### src/rtl/mini_calculator_top.sv
// Board top for a 4-bit calculator: synchronized button edges select add/sub/mul/div on the switch
// operands, and the signed result is scanned onto a 4-digit 7-segment display. Macro DEBOUNCE_EN.
module mini_calculator_top #(
  parameter int unsigned REFRESH_DIV = 100000,
  parameter int unsigned SYNC_STAGES = 2
) (
  input  logic       clk,
  input  logic       rst,
  input  logic [3:0] btn_i,
  input  logic [7:0] sw_i,
  output logic [6:0] seg_o,
  output logic [3:0] an_o,
  output logic       led_o
);

  localparam int unsigned CntW = (REFRESH_DIV > 1) ? $clog2(REFRESH_DIV) : 1;
  localparam logic [6:0] SegBlank = 7'b1111111;
  localparam logic [6:0] SegDash  = 7'b0111111;

  function automatic logic [6:0] glyph(input logic [3:0] d);
    logic [6:0] g;
    case (d)
      4'd0:    g = 7'b1000000;
      4'd1:    g = 7'b1111001;
      4'd2:    g = 7'b0100100;
      4'd3:    g = 7'b0110000;
      4'd4:    g = 7'b0011001;
      4'd5:    g = 7'b0010010;
      4'd6:    g = 7'b0000010;
      4'd7:    g = 7'b1111000;
      4'd8:    g = 7'b0000000;
      4'd9:    g = 7'b0010000;
      default: g = SegBlank;
    endcase
    return g;
  endfunction

  // Button synchronizer chain
  logic [3:0] sync_q [SYNC_STAGES];
  logic [3:0] level;
  logic [3:0] prev_q;
  logic [3:0] btn_edge;

  always_ff @(posedge clk) begin
    if (!rst) begin
      for (int i = 0; i < int'(SYNC_STAGES); i++) sync_q[i] <= 4'd0;
    end else begin
      sync_q[0] <= btn_i;
      for (int i = 1; i < int'(SYNC_STAGES); i++) sync_q[i] <= sync_q[i-1];
    end
  end

`ifdef DEBOUNCE_EN
  localparam int unsigned DEBOUNCE_CYCLES = 1000000;
  localparam int unsigned DbW = $clog2(DEBOUNCE_CYCLES);

  logic [3:0]     deb_q;
  logic [DbW-1:0] db_cnt_q [4];

  // A level change is accepted only after DEBOUNCE_CYCLES consecutive differing samples.
  always_ff @(posedge clk) begin
    if (!rst) begin
      deb_q <= 4'd0;
      for (int i = 0; i < 4; i++) db_cnt_q[i] <= '0;
    end else begin
      for (int i = 0; i < 4; i++) begin
        if (sync_q[SYNC_STAGES-1][i] != deb_q[i]) begin
          if (db_cnt_q[i] == DbW'(DEBOUNCE_CYCLES - 1)) begin
            deb_q[i]    <= sync_q[SYNC_STAGES-1][i];
            db_cnt_q[i] <= '0;
          end else begin
            db_cnt_q[i] <= db_cnt_q[i] + 1'b1;
          end
        end else begin
          db_cnt_q[i] <= '0;
        end
      end
    end
  end

  assign level = deb_q;
`else
  assign level = sync_q[SYNC_STAGES-1];
`endif

  assign btn_edge = level & ~prev_q;

  // Arithmetic
  logic [3:0] op_a, op_b;
  logic [8:0] mag_q, mag_d;
  logic       neg_q, neg_d;
  logic       led_q, led_d;

  assign op_a = sw_i[7:4];
  assign op_b = sw_i[3:0];

  always_comb begin
    mag_d = mag_q;
    neg_d = neg_q;
    led_d = led_q;
    if (btn_edge[0]) begin
      mag_d = {5'd0, op_a} + {5'd0, op_b};
      neg_d = 1'b0;
      led_d = 1'b0;
    end else if (btn_edge[1]) begin
      if (op_a < op_b) begin
        mag_d = {5'd0, op_b - op_a};
        neg_d = 1'b1;
      end else begin
        mag_d = {5'd0, op_a - op_b};
        neg_d = 1'b0;
      end
      led_d = 1'b0;
    end else if (btn_edge[2]) begin
      mag_d = {5'd0, op_a} * {5'd0, op_b};
      neg_d = 1'b0;
      led_d = 1'b0;
    end else if (btn_edge[3]) begin
      neg_d = 1'b0;
      if (op_b == 4'd0) begin
        mag_d = 9'd0;
        led_d = 1'b1;
      end else begin
        mag_d = {5'd0, op_a / op_b};
        led_d = 1'b0;
      end
    end
  end

  always_ff @(posedge clk) begin
    if (!rst) begin
      prev_q <= 4'd0;
      mag_q  <= 9'd0;
      neg_q  <= 1'b0;
      led_q  <= 1'b0;
    end else begin
      prev_q <= level;
      mag_q  <= mag_d;
      neg_q  <= neg_d;
      led_q  <= led_d;
    end
  end

  assign led_o = led_q;

  // Double-dabble binary to BCD
  logic [11:0] bcd;

  always_comb begin
    bcd = 12'd0;
    for (int i = 8; i >= 0; i--) begin
      if (bcd[3:0] >= 4'd5)  bcd[3:0]  = bcd[3:0] + 4'd3;
      if (bcd[7:4] >= 4'd5)  bcd[7:4]  = bcd[7:4] + 4'd3;
      if (bcd[11:8] >= 4'd5) bcd[11:8] = bcd[11:8] + 4'd3;
      bcd = {bcd[10:0], mag_q[i]};
    end
  end

  // Display scan
  logic [CntW-1:0] cnt_q, cnt_d;
  logic [1:0]      idx_q, idx_d;
  logic [6:0]      seg_q, seg_d;
  logic [3:0]      an_q, an_d;

  always_comb begin
    cnt_d = cnt_q + 1'b1;
    idx_d = idx_q;
    if (cnt_q == CntW'(REFRESH_DIV - 1)) begin
      cnt_d = '0;
      idx_d = idx_q + 2'd1;
    end
    an_d = ~(4'b0001 << idx_d);
    case (idx_d)
      2'd0:    seg_d = glyph(bcd[3:0]);
      2'd1:    seg_d = (bcd[11:4] == 8'd0) ? SegBlank : glyph(bcd[7:4]);
      2'd2:    seg_d = (bcd[11:8] == 4'd0) ? SegBlank : glyph(bcd[11:8]);
      default: seg_d = neg_q ? SegDash : SegBlank;
    endcase
  end

  always_ff @(posedge clk) begin
    if (!rst) begin
      cnt_q <= '0;
      idx_q <= 2'd0;
      an_q  <= 4'b1110;
      seg_q <= 7'b1000000;
    end else begin
      cnt_q <= cnt_d;
      idx_q <= idx_d;
      an_q  <= an_d;
      seg_q <= seg_d;
    end
  end

  assign seg_o = seg_q;
  assign an_o  = an_q;

endmodule

### config.mk
export PLATFORM = sky130hd
export DESIGN_NAME = mini_calculator_top
export DESIGN_NICKNAME = d
export VERILOG_FILES = /design/src/rtl/mini_calculator_top.sv
export SDC_FILE = /design/constraint.sdc
export NUM_CORES = 1
export LEC_CHECK = 0
export BUFFER_PORTS_ARGS = -buffer_cell sky130_fd_sc_hd__clkbuf_2
export CAP_MARGIN = 20
export CORE_ASPECT_RATIO = 0.75
export CORE_MARGIN = 3
export CORE_UTILIZATION = 55
export DETAILED_ROUTE_END_ITERATION = 16
export PLACE_DENSITY = 0.73
export SYNTH_ARGS = -nofsm -noshare
export SYNTH_HDL_FRONTEND = slang
export SYNTH_SLANG_ARGS = --single-unit
### constraint.sdc
create_clock -name clk -period 7.8 [get_ports clk]
set_input_delay 0 -clock clk [delete_from_list [all_inputs] [get_ports clk]]
set_output_delay 0 -clock clk [all_outputs]
set_load 0.01 [all_outputs]
**Yosys cells after proc, flatten, opt, wreduce, memory -nomap -nowiden**

Memories as Yosys holds them, arrays and structs flattened.
Index checks and enable logic that the tools add are counted.

- Flip-flop bits (word level): 45
- Bits in latches: 0
- RAM bits: 8
- Bits in read-only memories: 336
- Logic and storage cells: 86
- Memories: 4

Memory list:

| name | words | bits a word | rd ports | clocked after Yosys merged registers in | write ports | line | RTL |
|---|---|---|---|---|---|---|---|
| (no name shown) | 16 | 7 | 1 | 0 | 0 | 22 | `case (d)` |
| (no name shown) | 16 | 7 | 1 | 0 | 0 | 22 |  |
| (no name shown) | 16 | 7 | 1 | 0 | 0 | 22 |  |
| sync_q | 2 | 4 | 2 | 0 | 2 | 39 | `logic [3:0] sync_q [SYNC_STAGES];` |

- Add/subtract/negate cells: 14
- Multiply operators: 1
- Divide/modulo/power cells: 1
- Magnitude comparators: 10
- Equality and inequality tests: 3
- Shifts and indexed selects: 1
- Mux-type cells: 29
- Bitwise logic cells: 6
- Reductions and logical operators: 9

Operators with widths:

| cell | count |
|---|---|
| 4-bit two-way mux | 13 |
| 9-bit two-way mux | 4 |
| 4-bit by 2-bit adder with 4-bit output, second input constant | 7 |
| 4-bit by 3-bit >= comparator with 1-bit output, second input constant | 7 |
| 7-bit two-way mux | 3 |
| 7-bit case mux with 3 select lines | 1 |
| 17-bit by 1-bit adder with 17-bit output, second input constant | 1 |
| 17-bit equality test, second input constant | 1 |
| 3-bit by 2-bit adder with 4-bit output, second input constant | 2 |
| 4-bit zero test | 2 |
| 8-bit zero test | 1 |
| 4-bit by 4-bit multiplier with 8-bit output | 1 |
| 4-bit inverter | 2 |
| 4-bit subtractor | 2 |
| 1-bit two-way mux | 7 |
| 3-bit >= comparator, second input constant | 2 |
| 4-bit by 4-bit adder with 5-bit output | 1 |
| 4-bit bitwise AND | 1 |
| 4-bit by 4-bit divider with 4-bit output | 1 |
| 4-bit < comparator | 1 |
| 4-bit nonzero test | 1 |
| 2-bit OR reduction | 2 |
| 4-bit OR reduction | 1 |
| 1-bit by 2-bit left shift with 4-bit output, first input constant | 1 |
| other kinds (8) | 9 |

**Longest topological paths before layout**

Gate-level depths: netlist of the first run.

- Depth in word-level cells: 15
- Depth in mapped cells: 31
- Gate-level depth less buffers: 29

**Worst setup path before layout of the first run**

No wires, ideal clock.

- Path type: register to register
- Start: register mag_q[6]
- End: register seg_q[1] (netlist: seg_o[1])
- Library setup time: 0.122 ns
- Arrival: 5.694 ns
- Required time: 7.678 ns
- Setup slack: 1.985 ns
- Stages on the path, launching flop included: 32
- Path buffers: 2
- Path through: dfxtp_1 buf_2 inv_1 ha_1 o21ai_2 xnor2_2 inv_2 ha_1 nand2b_1 a32oi_4 xnor2_1 ha_1 nor2b_1 nor4_2 nor2_1 nand2_1 ha_1 clkbuf_1 inv_1 nor3_1 a21oi_1 ha_1 inv_1 o21ai_0 a211oi_1 o21bai_1 a2bb2oi_2 ha_1 a21boi_1 a22o_1 o21bai_1 a221o_1

- Cells in the longest elaborated chain, start to end: 15

RTL lines:

| element | line | RTL |
|---|---|---|
| from (decl) | 90 | `logic [8:0] mag_q, mag_d;` |
| from (signal assigned) | 138 | `mag_q <= mag_d;` |
| 3-bit by 2-bit adder with 4-bit output or 3-bit >= comparator (tied branches) | 152 | `if (bcd[3:0] >= 4'd5) bcd[3:0] = bcd[3:0] + 4'd3;` |
| 4-bit two-way mux (*) | 152 |  |
| 4-bit by 2-bit adder with 4-bit output or 4-bit by 3-bit >= comparator with 1-bit output (tied branches) | 152 |  |
| 4-bit two-way mux | 152 |  |
| 4-bit by 2-bit adder with 4-bit output or 4-bit by 3-bit >= comparator with 1-bit output (tied branches) | 152 |  |
| 4-bit two-way mux | 152 |  |
| 4-bit by 2-bit adder with 4-bit output (tied with other cells) | 152 |  |
| 4-bit two-way mux (on tied branches) | 152, 153 |  |
| 4-bit by 2-bit adder with 4-bit output (tied with other cells) | 153 | `if (bcd[7:4] >= 4'd5) bcd[7:4] = bcd[7:4] + 4'd3;` |
| 4-bit two-way mux (on tied branches) | 153, 152 |  |
| 4-bit by 2-bit adder with 4-bit output (tied with other cells) | 153 |  |
| 4-bit two-way mux (on tied branches) | 153, 152 |  |
| memory read 16 x 7 bit (tied with other cells) | -- |  |
| 7-bit two-way mux (on tied branches) | 176, 175 |  |
| 7-bit case mux with 3 select lines (*) | 173 | `case (idx_d)` |
| to (signal assigned) | 191 | `seg_q <= seg_d;` |
| to (decl) | 162 | `logic [6:0] seg_q, seg_d;` |

Every way passes the cells marked *; elsewhere a longest branch is shown, timed or not.
A chain may end at the register's enable or synchronous reset.

**Worst setup path after layout of the first run**

Ends and elaborated chain as after synthesis.

==> out/summary.json, run 1 <==
{
  "clock_tree": {
    "cts.repair.resized": 0,
    "cts.hold.buffers_added": 4,
    "cts.reportedPaths.clkPinSlew_ns": 0.09,
    "cts_root_buf": "clkbuf_8",
    "clock_sinks": 52,
    "clk_latency_ns": 0.30,
    "postCtsSetupBuffers": 0,
    "clock_tree_from_tritoncts": "yes",
    "tritoncts.num_buffers": 5,
    "clock_tree.htree_level_count": 2,
    "clock_path_buffers": 2
  },
  "sta": {
    "max_slew_violation_count": 0,
    "slew_headroom": 0.505,
    "setup_viol": 0,
    "maximum_frequency_from_static_timing_analysis_mhz": 146,
    "final.period_utilization": 0.877,
    "fin_worst_skew_ns": 0.00317,
    "worst-slew-pin-transition_ns": 0.742,
    "period_needed_ns": 6.84,
    "rsz_0062_raised_after_global_routing": "no",
    "setup-tns-final_ns": 0,
    "finalHoldViolations": 0
  },
  "detailed_routing": {
    "ant_nets": 0,
    "drtPass1Iterations": 6,
    "detailroute.via_count": 4073,
    "drt_first_iter_violations": 322,
    "wirelength_per_cell_um": 14.8,
    "detail_route.wirelength_mm": 10.1,
    "drc_errors": 0,
    "via_per_inst": 5.98
  },
  "floorplanning": {
    "dieHeight_um": 85.1,
    "rows": 28,
    "coreArea_um2": 7990,
    "die_x_um": 112,
    "ioPinCount": 26,
    "initial_utilization": 0.575,
    "floorplan.die_area_um2": 9490
  },
  "critical_path": {
    "worst_path_most_repeated_cell": "ha_1",
    "timing.critical_path.to_type": "register",
    "crit_path_top_delay_cell": "a211oi_1",
    "critPathMaxStageDelay_ns": 0.53,
    "required_ns": 8.00,
    "critical_path.startpoint_type": "register",
    "critPathArrivalTime_ns": 7.04,
    "crit_path_max_fanout": 9,
    "crit_type": "register to register"
  },
  "yosys": {
    "post_synth_inst_count": 557,
    "net_count_after_synthesis": 628,
    "synth_top_area_cell": "dfxtp_1",
    "synth_mux_area_frac": 0.0553,
    "syn-cell-area_um2": 4590,
    "syn-mean-instance-area_um2": 8.24,
    "synth_enable_flop_cells": 0,
    "synth.top_cell.area_share": 0.227,
    "synth_top_family_by_area": "compound AO/OA/AOI/OAI gates",
    "netlist_top_cells_area": "dfxtp_1 (23%), ha_1 (14%), nor2_1 (4.7%), nand2_1 (3.5%), a21oi_1 (3.5%)",
    "synthDistinctLibCells": 70,
    "number_of_flip_flops_and_latches_in_the_synthesized_netlist": 52,
    "synth_xor_xnor_area_share": 0.0629,
    "async_reset_ff_frac": 0,
    "synth_flop_cell": "dfxtp_1",
    "synthSimpleGateAreaFrac": 0.207,
    "post_synthesis_compound_gate_area_fraction": 0.234,
    "synthesis.yosys.warnings": 0,
    "yosys.area_share.adder": 0.167,
    "seq_area_frac_synth": 0.227
  },
  "grt": {
    "grt_start_max_net_pins": 34,
    "grt_remaining_overflow": 0,
    "number_of_antenna_violations_at_the_first_check_in_global_routing": 0,
    "globalRouteTotalUtil": 0.213,
    "via_count_of_the_first_global_routing_pass": 3784,
    "first_pass_grt_wire_length_mm": 17.3
  },
  "pwr": {
    "cellLeakagePower_nw": 2.18,
    "power_density_nw_per_um2": 146,
    "power.share.sequential": 0.410,
    "worst_ir_drop_vdd_uv": 130,
    "p_int_uw": 460,
    "p_sw_uw": 254,
    "power.share.combinational": 0.372,
    "sw_frac_of_total": 0.356,
    "part_of_the_total_power_dissipated_in_the_clock_network": 0.218
  },
  "placement": {
    "gp_congestion": 0.939,
    "dp_hpwl_mm": 7.86,
    "io_buffer_count": 25,
    "postPlaceCellArea_um2": 4780
  },
  "finish": {
    "final_common_cell": "nor2_1",
    "finalNetCount": 646,
    "mostFrequentLayoutCells": "nor2_1 (58), dfxtp_1 (52), ha_1 (50), nand2_1 (43), inv_1 (39)",
    "area.growth.synth_to_final_pct": 6.89,
    "num_antenna_cells": 0,
    "final_core_utilization": 0.615,
    "design_area_um2": 4910,
    "drive_gt1_frac": 0.0990
  },
  "status": {
    "run_status": "finished clean"
  },
  "run": {
    "max-cap-violations": 0
  },
  "min_path": {
    "min-delay-path-class": "input port to register"
  }
}
==> per-layer routing <==
| metal | wire length (um) | part of all wire | global-route usage |
|---|---|---|---|
| met4 | 98 | 0.0097 | 0.0442 |
| met5 | 0 | 0 | 0 |
| met1 | 5090 | 0.50 | 0.310 |
| met2 | 4420 | 0.44 | 0.339 |
| met3 | 472 | 0.047 | 0.0278 |
==> kinds of logic (layout without fill, tap and decap cells) <==
group	after synthesis	count (layout)
fa+ha+maj	57	57
buf+inv	58	77
simple gates	190	190
mux	23	23
compound gates	147	147
xor+xnor	30	30
flops	52	52
==> state kept, by name, summed over array words and instances, names as in the netlist <==
register and count:
an_o 4, cnt_q 17, idx_q 2, led_o 1
mag_q 8, neg_q 1, prev_q 4, seg_o 7
sync_q 8
==> worst max-delay path, delay by kind of cell, from the launching register on <==
kind                       cells  cell delay [ns]
DFF                            1             0.48
buffers and inverters          4             0.43
xor gates and xnor gates       2             0.38
adders and majority gates      6             1.56
AOI/OAI and AO/OA             11             2.51
and+or+nand+nor                6             1.36
==> cell type report <==
type | instances | area [um2]
Multi-Input combinational cell | 447 | 3330
Fill cell | 752 | 3080
Sequential cell | 52 | 1040
Timing Repair Buffer | 29 | 165
Inverter | 40 | 150
Tap cell | 105 | 131
Clock buffer | 5 | 68.8
Clock inverter | 3 | 22.5
==> final timing paths <==
kind                                      to    startpoint  depth (start not counted)  slack, ns
worst max-delay path                seg_o[1]      mag_q[6]                         29       0.96
worst min-delay path                mag_q[0]       sw_i[4]                          3       0.08
worst max register to register      seg_o[1]      mag_q[6]                         29       0.96
worst min register to register  sync_q[0][7]  sync_q[0][3]                          1       0.44
==> stage by stage <==
| step | hold WS (ns) | setup slack, ns | power, mW | instances |
|---|---|---|---|---|
| after floorplan | 0.122 | 1.98 | 0.497 | 557 |
| after global placement | 0.207 | 1.64 | 0.550 | 669 |
| after detailed placement | 0.208 | 1.14 | 0.560 | 669 |
| after CTS | 0.0717 | 1.11 | 0.718 | 681 |
| after global routing | 0.101 | 0.410 | 0.768 | 681 |
| final | 0.0828 | 0.957 | 0.714 | 681 |
==> synth_stat cells, types with 4 or more instances <==
| library cell | instances |
|---|---|
| nor2_1 | 58 |
| dfxtp_1 | 52 |
| ha_1 | 50 |
| nand2_1 | 43 |
| inv_1 | 39 |
| a21oi_1 | 32 |
| o21ai_0 | 20 |
| xnor2_1 | 17 |
| and2_1 | 15 |
| clkbuf_1 | 15 |
| mux2i_1 | 13 |
| nand3_1 | 11 |
| nor2b_1 | 11 |
| xor2_1 | 11 |
| mux2_2 | 9 |
| nand2b_1 | 9 |
| a211oi_1 | 8 |
| a21o_1 | 8 |
| a22oi_1 | 8 |
| and3_1 | 8 |
| fa_1 | 7 |
| or3_1 | 7 |
| nor3_1 | 6 |
| o211ai_1 | 6 |
| o21bai_1 | 6 |
| a221o_1 | 5 |
| a31oi_1 | 5 |
| nand4_1 | 5 |
| nor4_1 | 4 |
==> power groups by stage <==
stage               sequential (mW)  combinational [mW]  clock [mW]
finish                        0.293               0.266       0.156
global route                  0.295               0.299       0.173
CTS                           0.293               0.263       0.161
detailed placement            0.299               0.260           0
global placement              0.298               0.252           0
floorplan                     0.297               0.201           0
Power figures use the tool's default switching activity.
==> inputs of run 2 (changes only) <==
--- a/config.mk
+++ b/config.mk
@@ -8,5 +8,4 @@
 export BUFFER_PORTS_ARGS = -buffer_cell sky130_fd_sc_hd__clkbuf_2
 export CAP_MARGIN = 20
-export CORE_ASPECT_RATIO = 0.75
 export CORE_MARGIN = 3
 export CORE_UTILIZATION = 55
==> constraint.sdc (replaced) <==
create_clock -name clk -period 7.8 [get_ports clk]
set_input_delay 0.39 -clock clk [delete_from_list [all_inputs] [get_ports clk]]
set_output_delay 0.39 -clock clk [all_outputs]
set_load 0.01 [all_outputs]
==> run 2 against run 1 <==
Count of clock-buffer cells in the layout is 1 higher. Sequential cell count stayed put. Total power is 0.23% lower. Highest routed layer unchanged.
==> out/summary.json, run 2 (synthesis results as in run 1) <==
{
  "status": {
    "run_status": {"value": "finished clean", "change": "unchanged"}
  },
  "sta": {
    "worst-slew-pin-transition": {"value": 0.663, "unit": "ns", "change": "was 0.742 ns"},
    "rsz_0062_raised_after_global_routing": {"value": "no", "change": "unchanged"},
    "setup-tns-final": {"value": 0, "unit": "ns", "change": "unchanged"},
    "setup_viol": {"value": 0, "change": "unchanged"},
    "final.period_utilization": {"value": 0.858, "change": "was 0.877"},
    "max_slew_violation_count": {"value": 0, "change": "unchanged"},
    "fin_ws": {"value": 1.10, "unit": "ns", "change": "was 0.957 ns"},
    "fin_worst_skew": {"value": 0.00870, "unit": "ns", "change": "was 0.00317 ns"},
    "fin_worst_hold_slack": {"value": 0.292, "unit": "ns", "change": "was 0.0828 ns"},
    "period_needed": {"value": 6.70, "unit": "ns", "change": "was 6.84 ns"},
    "slew_headroom": {"value": 0.558, "change": "was 0.505"},
    "maximum_frequency_from_static_timing_analysis": {"value": 149, "unit": "MHz", "change": "was 146 MHz"},
    "finalHoldViolations": {"value": 0, "change": "unchanged"}
  },
  "finish": {
    "largest_registers_ranked_by_flip_flop_count": {"value": "cnt_q (17), mag_q (8), sync_q (8)", "change": "unchanged"},
    "fillerInstances": {"value": 717, "change": "was 752"},
    "final_common_cell": {"value": "nor2_1", "change": "unchanged"},
    "finalNetCount": {"value": 642, "change": "was 646"},
    "drive_gt1_frac": {"value": 0.0997, "change": "was 0.0990"},
    "area.growth.synth_to_final": {"value": 6.05, "unit": "%", "change": "was 6.89%"},
    "number_of_flip_flops_in_the_largest_register": {"value": 17, "change": "unchanged"},
    "regMostFlops": {"value": "cnt_q", "change": "unchanged"},
    "num_antenna_cells": {"value": 0, "change": "unchanged"},
    "final_cells": {"value": 674, "change": "was 681"},
    "multiInputGateArea": {"value": 3330, "unit": "um2", "change": "unchanged"},
    "mostFrequentLayoutCells": {"value": "nor2_1 (58), dfxtp_1 (52), ha_1 (50), nand2_1 (43), inv_1 (39)", "change": "unchanged"},
    "area.sequential": {"value": 1040, "unit": "um2", "change": "unchanged"}
  },
  "critical_path": {
    "critPathMaxStageDelay": {"value": 0.47, "unit": "ns", "change": "was 0.53 ns"},
    "critical_path.startpoint_type": {"value": "register", "change": "unchanged"},
    "r2r_setup_slack": {"value": 1.10, "unit": "ns", "change": "was 0.96 ns"},
    "timing.critical_path.to_type": {"value": "register", "change": "unchanged"},
    "crit_type": {"value": "register to register", "change": "unchanged"},
    "worst_path_most_repeated_cell": {"value": "ha_1", "change": "unchanged"},
    "crit_path_top_delay_cell": {"value": "dfxtp_1", "change": "was a211oi_1"},
    "critPathArrivalTime": {"value": 6.89, "unit": "ns", "change": "was 7.04 ns"},
    "crit_path_max_fanout": {"value": 9, "change": "unchanged"},
    "required": {"value": 8.00, "unit": "ns", "change": "about the same"}
  },
  "pwr": {
    "worst_ir_drop_vdd": {"value": 158, "unit": "uV", "change": "was 130 uV"},
    "total_power": {"value": 713, "unit": "uW", "change": "was 714 uW"},
    "p_int": {"value": 466, "unit": "uW", "change": "was 460 uW"},
    "part_of_the_total_power_dissipated_in_the_clock_network": {"value": 0.226, "change": "was 0.218"},
    "p_sw": {"value": 246, "unit": "uW", "change": "was 254 uW"},
    "cellLeakagePower": {"value": 2.17, "unit": "nW", "change": "was 2.18 nW"},
    "sw_frac_of_total": {"value": 0.346, "change": "was 0.356"},
    "power_density": {"value": 146, "unit": "nW/um2", "change": "about the same"},
    "power.share.sequential": {"value": 0.411, "change": "was 0.410"},
    "power.share.combinational": {"value": 0.364, "change": "was 0.372"}
  },
  "clock_tree": {
    "cts.reportedPaths.clkPinSlew": {"value": 0.10, "unit": "ns", "change": "was 0.09 ns"},
    "tritoncts.num_buffers": {"value": 5, "change": "unchanged"},
    "clock_path_buffers": {"value": 2, "change": "unchanged"},
    "cts_root_buf": {"value": "clkbuf_8", "change": "unchanged"},
    "postCtsSetupBuffers": {"value": 0, "change": "unchanged"},
    "clk_latency": {"value": 0.30, "unit": "ns", "change": "about the same"},
    "clock_sinks": {"value": 52, "change": "unchanged"},
    "cts.hold.buffers_added": {"value": 0, "change": "was 4"},
    "clock_tree_from_tritoncts": {"value": "yes", "change": "unchanged"},
    "clock_tree.htree_level_count": {"value": 2, "change": "unchanged"},
    "cts.repair.resized": {"value": 0, "change": "unchanged"}
  },
  "placement": {
    "dp_cells": {"value": 666, "change": "was 669"},
    "io_buffer_count": {"value": 25, "change": "unchanged"},
    "dp_hpwl": {"value": 7.49, "unit": "mm", "change": "was 7.86 mm"},
    "gp_congestion": {"value": 0.895, "change": "was 0.939"},
    "detailedPlace.worstSlack": {"value": 1.24, "unit": "ns", "change": "was 1.14 ns"}
  },
  "floorplanning": {
    "die_x": {"value": 97.4, "unit": "um", "change": "was 112 um"},
    "rows": {"value": 32, "change": "was 28"},
    "floorplan.die_area": {"value": 9480, "unit": "um2", "change": "was 9490 um2"},
    "initial_utilization": {"value": 0.579, "change": "was 0.575"},
    "coreArea": {"value": 7930, "unit": "um2", "change": "was 7990 um2"},
    "dieHeight": {"value": 97.4, "unit": "um", "change": "was 85.1 um"},
    "ioPinCount": {"value": 26, "change": "unchanged"}
  },
  "min_path": {
    "min-delay-path-class": {"value": "input port to register", "change": "unchanged"}
  },
  "run": {
    "max-cap-violations": {"value": 0, "change": "unchanged"}
  },
  "detailed_routing": {
    "drc_errors": {"value": 0, "change": "unchanged"},
    "drt_first_iter_violations": {"value": 165, "change": "was 322"},
    "detail_route.wirelength": {"value": 9.61, "unit": "mm", "change": "was 10.1 mm"},
    "via_per_inst": {"value": 5.79, "change": "was 5.98"},
    "wirelength_per_cell": {"value": 14.3, "unit": "um", "change": "was 14.8 um"},
    "ant_nets": {"value": 0, "change": "unchanged"},
    "drtPass1Iterations": {"value": 5, "change": "was 6"},
    "detailroute.via_count": {"value": 3901, "change": "was 4,073"}
  },
  "grt": {
    "globalRouteTotalUtil": {"value": 0.202, "change": "was 0.213"},
    "via_count_of_the_first_global_routing_pass": {"value": 3713, "change": "was 3,784"},
    "number_of_antenna_violations_at_the_first_check_in_global_routing": {"value": 0, "change": "unchanged"},
    "grt_remaining_overflow": {"value": 0, "change": "unchanged"},
    "first_pass_grt_wire_length": {"value": 16.7, "unit": "mm", "change": "was 17.3 mm"},
    "grt_start_max_net_pins": {"value": 34, "change": "unchanged"}
  }
}
-- run 2: cell types whose count changed in the layout (fill, tap and decap cells not counted), sizes merged --
cell         before  now
dlygate4sd3       4    0
clkinv            2    1
clkbuf           30   31
-- run 2: final timing paths --
check / from / end / cells past startpoint
max: mag_q[6] / seg_o[1] / 29
min reg2reg: sync_q[0][0] / sync_q[0][4] / 1
min: btn_i[2] / sync_q[0][2] / 2
max reg2reg: mag_q[6] / seg_o[1] / 29
-- run 2: layer usage --
layer,global-route usage,up-vias,share of wire
li1,-,2025,-
met1,0.279,1808,0.49
met2,0.339,62,0.48
met3,0.0244,6,0.031
met4,0.0394,0,0.0068
met5,0,-,0
-- run 2: cell type report --
cell class,count,share of cell area
multi-input cells,447,0.684
inverters,40,0.0308
repair buffers,25,0.0257
clock inverters,2,0.00283
well taps,102,0.0262
flip-flops and latches,52,0.214
clock buffers,6,0.0170
-- run 2: worst max-delay path: cells and delay by family (launching register included) --
| kind | cells | cell delay, ns |
|---|---|---|
| compound gates | 11 | 2.43 |
| xor+xnor | 2 | 0.37 |
| fa+ha+maj | 6 | 1.50 |
| buf+inv | 4 | 0.44 |
| flops | 1 | 0.47 |
| simple gates | 6 | 1.36 |
-- run 2: power groups by stage --
stage	Clock (mW)	Sequential (mW)	Combinational (mW)
2_1_floorplan	0	0.297	0.201
3_3_place_gp	0	0.298	0.251
3_5_place_dp	0	0.299	0.258
4_1_cts	0.166	0.293	0.259
5_1_grt	0.177	0.295	0.292
6_report	0.161	0.293	0.259
-- run 2: through the flow --
stage	instance area [um2]	util
detailed placement	4770	0.602
global route	4870	0.614
global placement	4770	0.602
CTS	4870	0.614
floorplan	4590	-
finish	4870	0.614
==> inputs of run 3 (changes only) <==
PLACE_DENSITY = 0.82   (was 0.73)
==> run 3 against run 2 <==
Via count rose by 3.0%. Setup slack improved by 0.12 ns. Final cell count is 0.15% lower. Critical path depth stayed put. Sequential share of layout area decreased by 0.14 points. Cell area up 0.67%. Clock power rose by 31%. Register-to-register slack improved by 0.12 ns.
==> out/summary.json, run 3 (synthesis results as in run 1) <==
{
  "critical_path": {
    "crit_path_max_fanout": {"value": 9, "change": "unchanged"},
    "timing.critical_path.to_type": {"value": "register", "change": "unchanged"},
    "cp_top_family": {"value": "compound AO/OA/AOI/OAI gates", "change": "unchanged"},
    "timing.critical_path.buf_inv": {"value": 4, "change": "unchanged"},
    "crit_type": {"value": "register to register", "change": "unchanged"},
    "cp_num_cells": {"value": 29, "change": "unchanged"},
    "critPathMaxStageDelay": {"value": 0.48, "unit": "ns", "change": "was 0.47 ns"},
    "r2r_end": {"value": "seg_o[1]", "change": "unchanged"},
    "worst_path_most_repeated_cell": {"value": "ha_1", "change": "unchanged"},
    "crit_path_top_delay_cell": {"value": "dfxtp_1", "change": "unchanged"},
    "worstSetupEndpoint": {"value": "seg_o[1]", "change": "unchanged"},
    "critPathArrivalTime": {"value": 6.77, "unit": "ns", "change": "was 6.89 ns"},
    "worst-r2r-cell-count": {"value": 29, "change": "unchanged"},
    "critical_path.startpoint_type": {"value": "register", "change": "unchanged"},
    "r2r_start": {"value": "mag_q[6]", "change": "unchanged"},
    "r2r_setup_slack": {"value": 1.22, "unit": "ns", "change": "was 1.10 ns"},
    "required": {"value": 7.99, "unit": "ns", "change": "was 8.00 ns"},
    "worstSetupStartpoint": {"value": "mag_q[6]", "change": "unchanged"}
  },
  "floorplanning": {
    "floorplan.die_area": {"value": 9480, "unit": "um2", "change": "unchanged"},
    "dieHeight": {"value": 97.4, "unit": "um", "change": "unchanged"},
    "die_x": {"value": 97.4, "unit": "um", "change": "unchanged"},
    "ioPinCount": {"value": 26, "change": "unchanged"},
    "initial_utilization": {"value": 0.579, "change": "unchanged"},
    "coreArea": {"value": 7930, "unit": "um2", "change": "unchanged"},
    "rows": {"value": 32, "change": "unchanged"}
  },
  "placement": {
    "gp_congestion": {"value": 0.928, "change": "was 0.895"},
    "dp_cells": {"value": 666, "change": "unchanged"},
    "dp_hpwl": {"value": 7.49, "unit": "mm", "change": "about the same"},
    "io_buffer_count": {"value": 25, "change": "unchanged"}
  },
  "detailed_routing": {
    "detailroute.via_count": {"value": 4017, "change": "was 3,901"},
    "drt_first_iter_violations": {"value": 203, "change": "was 165"},
    "wirelength_per_cell": {"value": 14.2, "unit": "um", "change": "was 14.3 um"},
    "via_per_inst": {"value": 5.97, "change": "was 5.79"},
    "detail_route.wirelength": {"value": 9.55, "unit": "mm", "change": "was 9.61 mm"},
    "ant_nets": {"value": 0, "change": "unchanged"},
    "drtPass1Iterations": {"value": 5, "change": "unchanged"},
    "drc_errors": {"value": 0, "change": "unchanged"}
  },
  "grt": {
    "grt_remaining_overflow": {"value": 0, "change": "unchanged"},
    "first_pass_grt_wire_length": {"value": 16.9, "unit": "mm", "change": "was 16.7 mm"},
    "via_count_of_the_first_global_routing_pass": {"value": 3910, "change": "was 3,713"},
    "globalRouteTotalUtil": {"value": 0.204, "change": "was 0.202"},
    "grt_start_max_net_pins": {"value": 34, "change": "unchanged"},
    "number_of_antenna_violations_at_the_first_check_in_global_routing": {"value": 0, "change": "unchanged"}
  },
  "sta": {
    "period_needed": {"value": 6.58, "unit": "ns", "change": "was 6.70 ns"},
    "setup-tns-final": {"value": 0, "unit": "ns", "change": "unchanged"},
    "worst-slew-pin-transition": {"value": 0.669, "unit": "ns", "change": "was 0.663 ns"},
    "slew_headroom": {"value": 0.550, "change": "was 0.558"},
    "fin_worst_skew": {"value": 0.00780, "unit": "ns", "change": "was 0.00870 ns"},
    "final.period_utilization": {"value": 0.843, "change": "was 0.858"},
    "max_slew_violation_count": {"value": 0, "change": "unchanged"},
    "setup_viol": {"value": 0, "change": "unchanged"},
    "rsz_0062_raised_after_global_routing": {"value": "no", "change": "unchanged"},
    "finalHoldViolations": {"value": 0, "change": "unchanged"},
    "maximum_frequency_from_static_timing_analysis": {"value": 152, "unit": "MHz", "change": "was 149 MHz"}
  },
  "clock_tree": {
    "clock_tree.htree_level_count": {"value": 2, "change": "unchanged"},
    "cts.reportedPaths.clkPinSlew": {"value": 0.09, "unit": "ns", "change": "was 0.10 ns"},
    "cts.hold.buffers_added": {"value": 0, "change": "unchanged"},
    "postCtsSetupBuffers": {"value": 0, "change": "unchanged"},
    "clock_sinks": {"value": 52, "change": "unchanged"},
    "cts.repair.resized": {"value": 0, "change": "unchanged"},
    "tritoncts.num_buffers": {"value": 5, "change": "unchanged"},
    "clk_latency": {"value": 0.30, "unit": "ns", "change": "about the same"},
    "clock_path_buffers": {"value": 2, "change": "unchanged"},
    "cts_root_buf": {"value": "clkbuf_8", "change": "unchanged"},
    "clock_tree_from_tritoncts": {"value": "yes", "change": "unchanged"}
  },
  "finish": {
    "final_common_cell": {"value": "nor2_1", "change": "unchanged"},
    "regMostFlops": {"value": "cnt_q", "change": "unchanged"},
    "number_of_flip_flops_in_the_largest_register": {"value": 17, "change": "unchanged"},
    "area.growth.synth_to_final": {"value": 6.76, "unit": "%", "change": "was 6.05%"},
    "largest_registers_ranked_by_flip_flop_count": {"value": "cnt_q (17), mag_q (8), sync_q (8)", "change": "unchanged"},
    "fillerInstances": {"value": 674, "change": "was 717"},
    "area.sequential": {"value": 1040, "unit": "um2", "change": "unchanged"},
    "finalNetCount": {"value": 642, "change": "unchanged"},
    "num_antenna_cells": {"value": 0, "change": "unchanged"},
    "final_cells": {"value": 673, "change": "was 674"},
    "multiInputGateArea": {"value": 3330, "unit": "um2", "change": "unchanged"},
    "drive_gt1_frac": {"value": 0.0981, "change": "was 0.0997"},
    "mostFrequentLayoutCells": {"value": "nor2_1 (58), dfxtp_1 (52), ha_1 (50), nand2_1 (43), inv_1 (39)", "change": "unchanged"}
  },
  "pwr": {
    "total_power": {"value": 765, "unit": "uW", "change": "was 713 uW"},
    "worst_ir_drop_vdd": {"value": 185, "unit": "uV", "change": "was 158 uV"},
    "p_int": {"value": 521, "unit": "uW", "change": "was 466 uW"},
    "part_of_the_total_power_dissipated_in_the_clock_network": {"value": 0.276, "change": "was 0.226"},
    "power_density": {"value": 156, "unit": "nW/um2", "change": "was 146 nW/um2"},
    "power.share.combinational": {"value": 0.341, "change": "was 0.364"},
    "sw_frac_of_total": {"value": 0.319, "change": "was 0.346"},
    "cellLeakagePower": {"value": 2.18, "unit": "nW", "change": "was 2.17 nW"},
    "power.share.sequential": {"value": 0.382, "change": "was 0.411"},
    "p_sw": {"value": 244, "unit": "uW", "change": "was 246 uW"}
  },
  "run": {
    "max-cap-violations": {"value": 0, "change": "unchanged"}
  },
  "status": {
    "run_status": {"value": "finished clean", "change": "unchanged"}
  },
  "min_path": {
    "min-delay-path-class": {"value": "input port to register", "change": "unchanged"}
  }
}
## run 3: how the worst min path moves through the flow
stage / start / end / slack (ns) / cells after the start
final: btn_i[3] / sync_q[0][3] / 0.30 / 2
after global routing: btn_i[3] / sync_q[0][3] / 0.29 / 2
after CTS: btn_i[3] / sync_q[0][3] / 0.29 / 2
after detailed placement: sync_q[0][1] / sync_q[0][5] / 0.42 / 1
after global placement: sync_q[0][3] / sync_q[0][7] / 0.41 / 1
after floorplan: idx_q[1] / an_o[3] / 0.41 / 1
## run 3: power by group through the flow
stage          combinational, mW  sequential (mW)  clock, mW
2_1_floorplan              0.201            0.297          0
3_3_place_gp               0.250            0.298          0
3_5_place_dp               0.258            0.299          0
4_1_cts                    0.260            0.292      0.212
5_1_grt                    0.295            0.295      0.225
6_report                   0.261            0.292      0.211
## run 3: cell type report
class                           instances  share of cell area
Tap cell                              102              0.0260
Inverter                               40              0.0306
Clock inverter                          2              0.0123
Clock buffer                            5              0.0140
Multi-Input combinational cell        447               0.679
Timing Repair Buffer                   25              0.0255
Sequential cell                        52               0.212
## run 3: routing by layer
layer	up-vias	track usage	wire (um)
met2	76	0.355	4680
met3	15	0.0309	312
met1	1901	0.260	4420
li1	2025	-	-
met4	0	0.0564	142
met5	-	0	0
## run 3: per-stage QoR
stage / setup WS [ns] / hold WS, ns / utilization / instance area (um2)
2_1_floorplan: 1.98 / 0.411 / - / 4590
3_3_place_gp: 1.63 / 0.414 / 0.602 / 4770
3_5_place_dp: 1.33 / 0.420 / 0.602 / 4770
4_1_cts: 1.28 / 0.294 / 0.618 / 4900
5_1_grt: 0.528 / 0.287 / 0.618 / 4900
6_report: 1.22 / 0.295 / 0.618 / 4900
